`src/rtl/f3m_pkg.sv`:
```
// Shared GF(3) / GF(3^97) definitions: field size, trit codes, FSM states and
// the trit arithmetic primitives used across the pairing datapath.
package f3m_pkg;

    localparam int M     = 97;
    localparam int WIDTH = 2*M-1;
    localparam logic [2*M+1:0] PX = 196'h4000000000000000000000000000000000000000001000002;

    localparam logic [1:0] ZERO = 2'b00;
    localparam logic [1:0] ONE  = 2'b01;
    localparam logic [1:0] TWO  = 2'b10;

    typedef enum logic {IDLE = 1'b0, RUN = 1'b1} state_t;

    // Code 11 is not a legal trit; it is treated as 0 everywhere.
    function automatic logic [1:0] f3_norm(input logic [1:0] x);
        return (x == 2'b11) ? ZERO : x;
    endfunction

    function automatic logic [1:0] f3_neg(input logic [1:0] x);
        case (f3_norm(x))
            ONE:     return TWO;
            TWO:     return ONE;
            default: return ZERO;
        endcase
    endfunction

    function automatic logic [1:0] f3_add(input logic [1:0] x, input logic [1:0] y);
        logic [2:0] sum;
        sum = {1'b0, f3_norm(x)} + {1'b0, f3_norm(y)};
        case (sum)
            3'd1:    return ONE;
            3'd2:    return TWO;
            3'd4:    return ONE;
            default: return ZERO;
        endcase
    endfunction

    function automatic logic [1:0] f3_sub(input logic [1:0] x, input logic [1:0] y);
        return f3_add(x, f3_neg(y));
    endfunction

    function automatic logic [1:0] f3_mult(input logic [1:0] x, input logic [1:0] y);
        case ({f3_norm(x), f3_norm(y)})
            4'b0101: return ONE;
            4'b0110: return TWO;
            4'b1001: return TWO;
            4'b1010: return ONE;
            default: return ZERO;
        endcase
    endfunction

endpackage

```
`src/rtl/f3m_mac_step.sv`:
```
// One Horner step of the serial multiplier: znext = x*z mod p + d*a.
// Relies on x^97 = 2x^12 + 1, so the trit leaving position 96 folds back into trits 0 and 12.
module f3m_mac_step
    import f3m_pkg::*;
(
    input  logic [WIDTH:0] z,
    input  logic [WIDTH:0] a,
    input  logic [1:0]     d,
    output logic [WIDTH:0] znext
);

    localparam int TAP = 12;

    logic [1:0]     top_s;
    logic [WIDTH:0] shift_s;
    logic [WIDTH:0] red_s;

    // Shift by x, fold the overflow trit back, then accumulate d*a trit by trit.
    always_comb begin
        top_s   = z[WIDTH -: 2];
        shift_s = {z[WIDTH-2:0], ZERO};
        red_s   = shift_s;
        red_s[1:0]           = f3_add(shift_s[1:0], top_s);
        red_s[2*TAP +: 2]    = f3_add(shift_s[2*TAP +: 2], f3_mult(TWO, top_s));
        znext = '0;
        for (int i = 0; i < M; i++) begin
            znext[2*i +: 2] = f3_add(red_s[2*i +: 2], f3_mult(d, a[2*i +: 2]));
        end
    end

endmodule

```
`src/rtl/f3m_mult_serial.sv`:
```
// Sequential GF(3^97) multiplier: one trit of B per clock, MSB first,
// M iteration cycles per product, start/busy/done handshake.
module f3m_mult_serial
    import f3m_pkg::*;
(
    input  logic           clk,
    input  logic           reset,
    input  logic           start,
    input  logic [WIDTH:0] a,
    input  logic [WIDTH:0] b,
    output logic           busy,
    output logic           done,
    output logic [WIDTH:0] c
);

    state_t         state_r;
    logic [6:0]     cnt_r;
    logic [WIDTH:0] a_r;
    logic [WIDTH:0] b_r;
    logic [WIDTH:0] z_r;
    logic [WIDTH:0] znext_s;
    logic [7:0]     idx_s;
    logic [1:0]     digit_s;

    // Select the current trit of B, walking from trit M-1 down to 0.
    always_comb begin
        idx_s   = {cnt_r, 1'b0};
        digit_s = b_r[idx_s +: 2];
    end

    f3m_mac_step u_mac (
        .z     (z_r),
        .a     (a_r),
        .d     (digit_s),
        .znext (znext_s)
    );

    // Control FSM, iteration counter, operand/accumulator and output registers.
    always_ff @(posedge clk) begin
        if (reset) begin
            state_r <= IDLE;
            cnt_r   <= 7'd0;
            a_r     <= '0;
            b_r     <= '0;
            z_r     <= '0;
            busy    <= 1'b0;
            done    <= 1'b0;
            c       <= '0;
        end else begin
            done <= 1'b0;
            case (state_r)
                IDLE: begin
                    if (start) begin
                        a_r     <= a;
                        b_r     <= b;
                        z_r     <= '0;
                        cnt_r   <= 7'(M-1);
                        busy    <= 1'b1;
                        state_r <= RUN;
                    end
                end
                RUN: begin
                    z_r <= znext_s;
                    if (cnt_r == 7'd0) begin
                        c       <= znext_s;
                        done    <= 1'b1;
                        busy    <= 1'b0;
                        state_r <= IDLE;
                    end else begin
                        cnt_r <= cnt_r - 7'd1;
                    end
                end
                default: begin
                    busy    <= 1'b0;
                    state_r <= IDLE;
                end
            endcase
        end
    end

endmodule

```
`config.mk`:
```
export PLATFORM = sky130hd
export DESIGN_NAME = f3m_mult_serial
export DESIGN_NICKNAME = d
export VERILOG_FILES = /design/src/rtl/f3m_pkg.sv /design/src/rtl/f3m_mac_step.sv /design/src/rtl/f3m_mult_serial.sv
export SDC_FILE = /design/constraint.sdc
export NUM_CORES = 2
export LEC_CHECK = 0
export BUFFER_PORTS_ARGS = -buffer_cell sky130_fd_sc_hd__clkbuf_2
export CAP_MARGIN = 25
export CORE_MARGIN = 1.5
export CORE_UTILIZATION = 40
export DETAILED_ROUTE_END_ITERATION = 8
export MAX_ROUTING_LAYER = met4
export SYNTH_ARGS = -nofsm -noshare
export SYNTH_HDL_FRONTEND = slang
export SYNTH_SLANG_ARGS = --single-unit
```
`constraint.sdc`:
```
create_clock -name clk -period 6.85 [get_ports clk]
set_clock_uncertainty 0.05 [all_clocks]
set_input_delay 1.7125 -clock clk [delete_from_list [all_inputs] [get_ports clk]]
set_output_delay 1.7125 -clock clk [all_outputs]
set_load 0.03 [all_outputs]
```
# Yosys cells after proc, flatten, opt, wreduce, memory -nomap -nowiden
# Cells that the tools add are included.
# word_totals
ff_bits	786
inputBits	391
elab_cells	1893
# classes
addsub	99
n_eq_ne	982
n_shift	1
n_mux	504
bitwise	1
reduce_logical	298
# op_table
op	count
one-hot mux 2 bit (2 select lines)	197
== test 4 x 3 -> 1 bit, second input constant	194
== test 4 bit, second input constant	194
== test 2 bit, second input constant	296
two-way mux 2 bit	295
OR reduction 2 bit	293
one-hot mux 194 bit (2 select lines)	1
adder 2 x 2 -> 3 bit	98
== test 3 x 1 -> 1 bit, second input constant	98
== test 3 x 2 -> 1 bit, second input constant	98
== test 3 bit, second input constant	98
two-way mux 194 bit	1
indexed part select 194 x 9 -> 2 bit	1
two-way mux 7 bit	2
one-hot mux 7 bit (2 select lines)	1
AND reduction 2 bit	4
logical NOT 7 bit	1
subtractor 7 x 1 -> 7 bit, second input constant	1
two-way mux 1 bit	5
inequality test 2 bit, second input constant	2
one-hot mux 1 bit (2 select lines)	2
== test 2 x 1 -> 1 bit, second input constant	1
inequality test 2 x 1 -> 1 bit, second input constant	1
NOT 1 bit	1

# Depth between registers and ports, before layout
# logic_depth
ltp_word	17
depth_mapped	19
ltp_nobuf	13

# Cells and area by module
# Synthesis repeated with hierarchy kept, for this count alone.
# unflattened
cells_unflattened	4757
area_unflattened_um2	39167.6
# modules_own_cells
mod	n_inst	cells_per_inst	area_each_um2
f3m_mult_serial	1	3595	29228.0
f3m_mac_step	1	1162	9939.5

# Worst setup path after synthesis
# Ideal clock, no wire load.
# synth_path
path_type	reg2reg
start	reg cnt_r[0]
end	reg c[171]
setup_ps	70
t_arrival_ps	3651
slack_ps	3078
stages_incl_launch_ff	19
n_path_buf	6
synth_period_minus_slack_ps	3772
path_cell_list	dfxtp_1 > buf_4 > buf_6 > buf_2 > mux4_2 > a32oi_1 > nand2_1 > o31ai_1 > or2_1 > buf_2 > buf_2 > buf_2 > o22ai_1 > ha_1 > inv_1 > fa_1 > nor3b_1 > nand2_1 > a21oi_1
# synth_via
elab_chain_cells	12
word_cells_on_any_way	20
classes_between	add/sub (1); eq/ne (9); shift (1); mux (4); reduce/logical (5)
# synth_lines
element	line	rtl
start, declared	f3m_mult_serial.sv:17	logic [6:0] cnt_r;
start signal, assigned	f3m_mult_serial.sv:57	cnt_r <= 7'(M-1);
start signal, assigned	f3m_mult_serial.sv:70	cnt_r <= cnt_r - 7'd1;
indexed part select 194 x 9 -> 2 bit	f3m_mult_serial.sv:28	digit_s = b_r[idx_s +: 2];
== test 2 bit	f3m_pkg.sv:17	return (x == 2'b11) ? ZERO : x;
two-way mux 2 bit	f3m_pkg.sv:17	
== test 4 x 3 -> 1 bit / == test 4 bit (equally long branches)	f3m_pkg.sv:44	case ({f3_norm(x), f3_norm(y)})
OR reduction 2 bit (no line)	-	
one-hot mux 2 bit (2 select lines)	f3m_pkg.sv:44	
== test 2 bit	f3m_pkg.sv:17	
two-way mux 2 bit	f3m_pkg.sv:17	
adder 2 x 2 -> 3 bit	f3m_pkg.sv:30	sum = {1'b0, f3_norm(x)} + {1'b0, f3_norm(y)};
== test 3 x 1 -> 1 bit / == test 3 bit (equally long branches)	f3m_pkg.sv:31	case (sum)
OR reduction 2 bit (no line)	-	
one-hot mux 2 bit (2 select lines)	f3m_pkg.sv:31	
end signal, assigned	f3m_mult_serial.sv:65	c <= znext_s;
end, declared	f3m_mult_serial.sv:13	output logic [WIDTH:0] c
# Parallel ways exist; a longest one is shown, timed or not.
# A chain may end at the register's enable or synchronous reset.

# Final worst setup path
# layout_path
start	reg cnt_r[1]
end	reg z_r[53]
# layout_via
elab_chain_cells	13
word_cells_on_any_way	19
classes_between	add/sub (1); eq/ne (9); shift (1); mux (5); reduce/logical (3)
# layout_lines
element	line	rtl
indexed part select 194 x 9 -> 2 bit *	f3m_mult_serial.sv:28	
== test 2 bit	f3m_pkg.sv:17	
two-way mux 2 bit *	f3m_pkg.sv:17	
== test 4 x 3 -> 1 bit / == test 4 bit (equally long branches)	f3m_pkg.sv:44	
OR reduction 2 bit (no line)	-	
one-hot mux 2 bit (2 select lines) *	f3m_pkg.sv:44	
== test 2 bit	f3m_pkg.sv:17	
two-way mux 2 bit *	f3m_pkg.sv:17	
adder 2 x 2 -> 3 bit *	f3m_pkg.sv:30	
== test 3 x 1 -> 1 bit / == test 3 bit (equally long branches)	f3m_pkg.sv:31	
OR reduction 2 bit (no line)	-	
one-hot mux 2 bit (2 select lines) *	f3m_pkg.sv:31	
one-hot mux 194 bit (2 select lines) *	f3m_mult_serial.sv:51	case (state_r)
end signal, assigned	f3m_mult_serial.sv:63	z_r <= znext_s;
end, declared	f3m_mult_serial.sv:20	logic [WIDTH:0] z_r;
# Every way passes the cells marked *; elsewhere a longest branch is shown, timed or not.

==> qor.yml <==
power:
  cellPowerDensity_mw_per_mm2: 285.1
  ir_drop_mv: 0.2138
  power.leakage_nw: 17.02
  finalPower_mw: 12.91
logic_synthesis:
  syn_area_mm2: 0.03854
  synth_area_leader_cell: "dfxtp_1"
  synthCells: 4716
  synth_area_leaders: "dfxtp_1 (41%), nand2_1 (11%), a21oi_1 (9.3%)"
  yosysTopAreaCellShare_pct: 40.82
  synthAdderAreaFrac_pct: 8.336
  synth.avg_cell_area_um2: 8.173
  async_reset_ff_share_pct: 0
  synth-seq-cells: 786
  synth.most_common_cell: "nand2_1"
  synth_compound_area_share_pct: 14.49
  synth_edf_count: 0
  syn_nets: 5305
  ys_warn_count: 0
  synth_top_family_by_area: "simple AND/OR/NAND/NOR gates"
  synthMuxAreaShare_pct: 2.905
  ys.flop_type: "dfxtp_1"
  synth_xor_area_share_pct: 2.295
  yosys.area_share.simple_pct: 26.85
  ys_types: 51
  ys_top_cells_by_count: "nand2_1 (1112), dfxtp_1 (786), a21oi_1 (720)"
  yosysSeqAreaShare_pct: 40.82
layout:
  drive_gt1_share_pct: 16.07
  area_delta_synth_final_pct: 17.44
  finish.net_count: 5676
routing:
  vias: 33400
  viasPerCell: 5.197
  drc: 0
  drtIter0Drc: 2151
  drtAntennaViolNets: 0
  routedWlPerCell_um: 17.27
  dr.pass1.iters: 6
  wl_mm: 111.0
setup_path:
  worstPathArrival_ps: 5970
  end_kind: "flip-flop"
  required_ps: 7400
  crit_path_max_incr_delay_ps: 890
  cp_max_fo: 54
  criticalPathCategory: "flip-flop to flip-flop"
  path_cells: "buf_4, mux4_2, o211ai_1, nor2_1, o31a_1, o31ai_1, or2_4, buf_12, o22ai_1, ha_1, inv_1, fa_1, nor3b_1, a21oi_1, nor2_1"
  crit_slowest_cell: "dfxtp_2"
  crit_top_cell: "nor2_1"
  r2r.worst_path.cells: 15
  worst_setup_path_start_kind: "flip-flop"
timing:
  setup_violations: 0
  worst_pin_slew_ps: 1083
  min_period_ps: 5419
  maxSlewViolCount: 0
  tns_ps: 0
  rsz0062_at_grt: "no"
  fin_ws_ps: 1431
  timing.fmax_mhz: 184.5
  hold_viol: 0
  period_share_pct: 79.11
  max_slew_margin_pct: 27.80
clocking:
  h-tree-depth: 3
  clock_path_buffers: 3
  cts_sinks: 786
  cts-root-buf: "clkbuf_16"
  cts_resized: 0
  hold_buffers: 0
  clkTransAtPathRegs_ps: 60
  cts_tree: "built"
  cts_buffers: 89
  clk_latency_ps: 680
  post_cts_buffers: 0
hold_path:
  hold_path.class: "flip-flop to flip-flop"
  whs_path_depth: 2
global_routing:
  grt_max_degree: 221
  grt_pass1_vias: 31890
  grt_busiest_layer: "met2"
  grt_pass1_wl_mm: 173.9
  antenna_found_initial: 4
  grtUsageMet2_pct: 35.57
  grt_overflow: 0
  met3_usage_pct: 3.807
  track_usage_pct: 22.78
  met1_usage_pct: 29.80
place:
  place_ws_ps: 1443
  gp_congestion: 0.8428
  port_buffers: 586
  dpl.hpwl_mm: 75.76
floorplanning:
  placementRows: 113
  fp.dieW_um: 313.4
  coreArea_mm2: 0.09529
  initial_core_util_pct: 40.45
  pin_count: 587
  fp.dieArea_mm2: 0.09823
  die_height_um: 313.4
status:
  outcome: "completed"
job:
  maxCapViolCount: 0
per-layer routing:
metal	up-vias	wire, um
li1	16650	-
met1	15730	50300
met2	853	51040
met3	164	6273
met4	0	3393
met5	-	0
final timing paths:
path	from	end	slack, ps
setup / recovery	cnt_r[1]$_SDFFE_PP0P_	z_r[53]$_SDFFE_PP0P_	1430
hold / removal	b_r[106]$_SDFFE_PP0P_	b_r[106]$_SDFFE_PP0P_	400
setup reg to reg	cnt_r[1]$_SDFFE_PP0P_	z_r[53]$_SDFFE_PP0P_	1430
hold reg to reg	b_r[106]$_SDFFE_PP0P_	b_r[106]$_SDFFE_PP0P_	400
per-stage QoR:
| step | hold slack, ps | util (%) | area, um2 | instances |
|---|---|---|---|---|
| CTS | 401.2 | 47.46 | 45230 | 6423 |
| finish | 401.5 | 47.50 | 45270 | 6427 |
| floorplan | 381.8 | - | 38540 | 4716 |
| detailed placement | 393.2 | 44.27 | 42190 | 6260 |
| global route | 418.3 | 47.50 | 45270 | 6427 |
| global placement | 390.5 | 44.27 | 42190 | 6260 |
report_power, final:
part | switching [mW] | internal, mW | total (mW) | leakage, nW
logic | 1.86 | 1.02 | 2.89 | 9.15
clock network | 2.07 | 2.90 | 4.97 | 1.48
registers | 0.227 | 4.82 | 5.05 | 6.40
total | 4.16 | 8.75 | 12.9 | 17.0
layout by cell type, fill, tap and decap left out, drive strengths merged, types with 98 or more instances in the layout:
| cell | instances |
|---|---|
| nor2 | 244 |
| fa | 98 |
| nor3b | 296 |
| xnor2 | 100 |
| ha | 100 |
| nor2b | 140 |
| a21oi | 720 |
| nand2 | 1112 |
| dfxtp | 786 |
| nand2b | 261 |
| clkbuf | 707 |
| o22ai | 132 |
registers in the layout, summed over array words and instances (netlist names):
| name | cells |
|---|---|
| a_r | 194 |
| b_r | 194 |
| busy | 1 |
| c | 194 |
| cnt_r | 7 |
| done | 1 |
| state_r | 1 |
| z_r | 194 |
critical path, delay by kind of cell (launching register included):
kind | cells | cell delay [ps]
AND/OR/NAND/NOR | 4 | 1230
adder cells (fa/ha/maj) | 2 | 710
buffers and inverters | 3 | 830
flip-flops | 1 | 890
AO/OA/AOI/OAI | 5 | 1150
multiplexers | 1 | 350
layout make-up:
cell class,count,area [um2]
Clock inverter,41,521.8
Antenna cell,3,7.507
Timing Repair Buffer,627,3442
Tap cell,1265,1583
Clock buffer,122,2521
Multi-Input combinational cell,3513,21190
Sequential cell,786,15740
Fill cell,9509,50030
Inverter,70,262.8
cell families (layout without fill, tap and decap cells):
family                     Yosys count  in the layout
AOI/OAI and AO/OA                 1005           1005
muxes                               59             59
other                                0              3
adders and majority gates          198            198
and+or+nand+nor                   2150           2150
buffers and inverters              417            860
xor gates and xnor gates           101            101
DFF                                786            786
(Power assumes the default switching activity.)
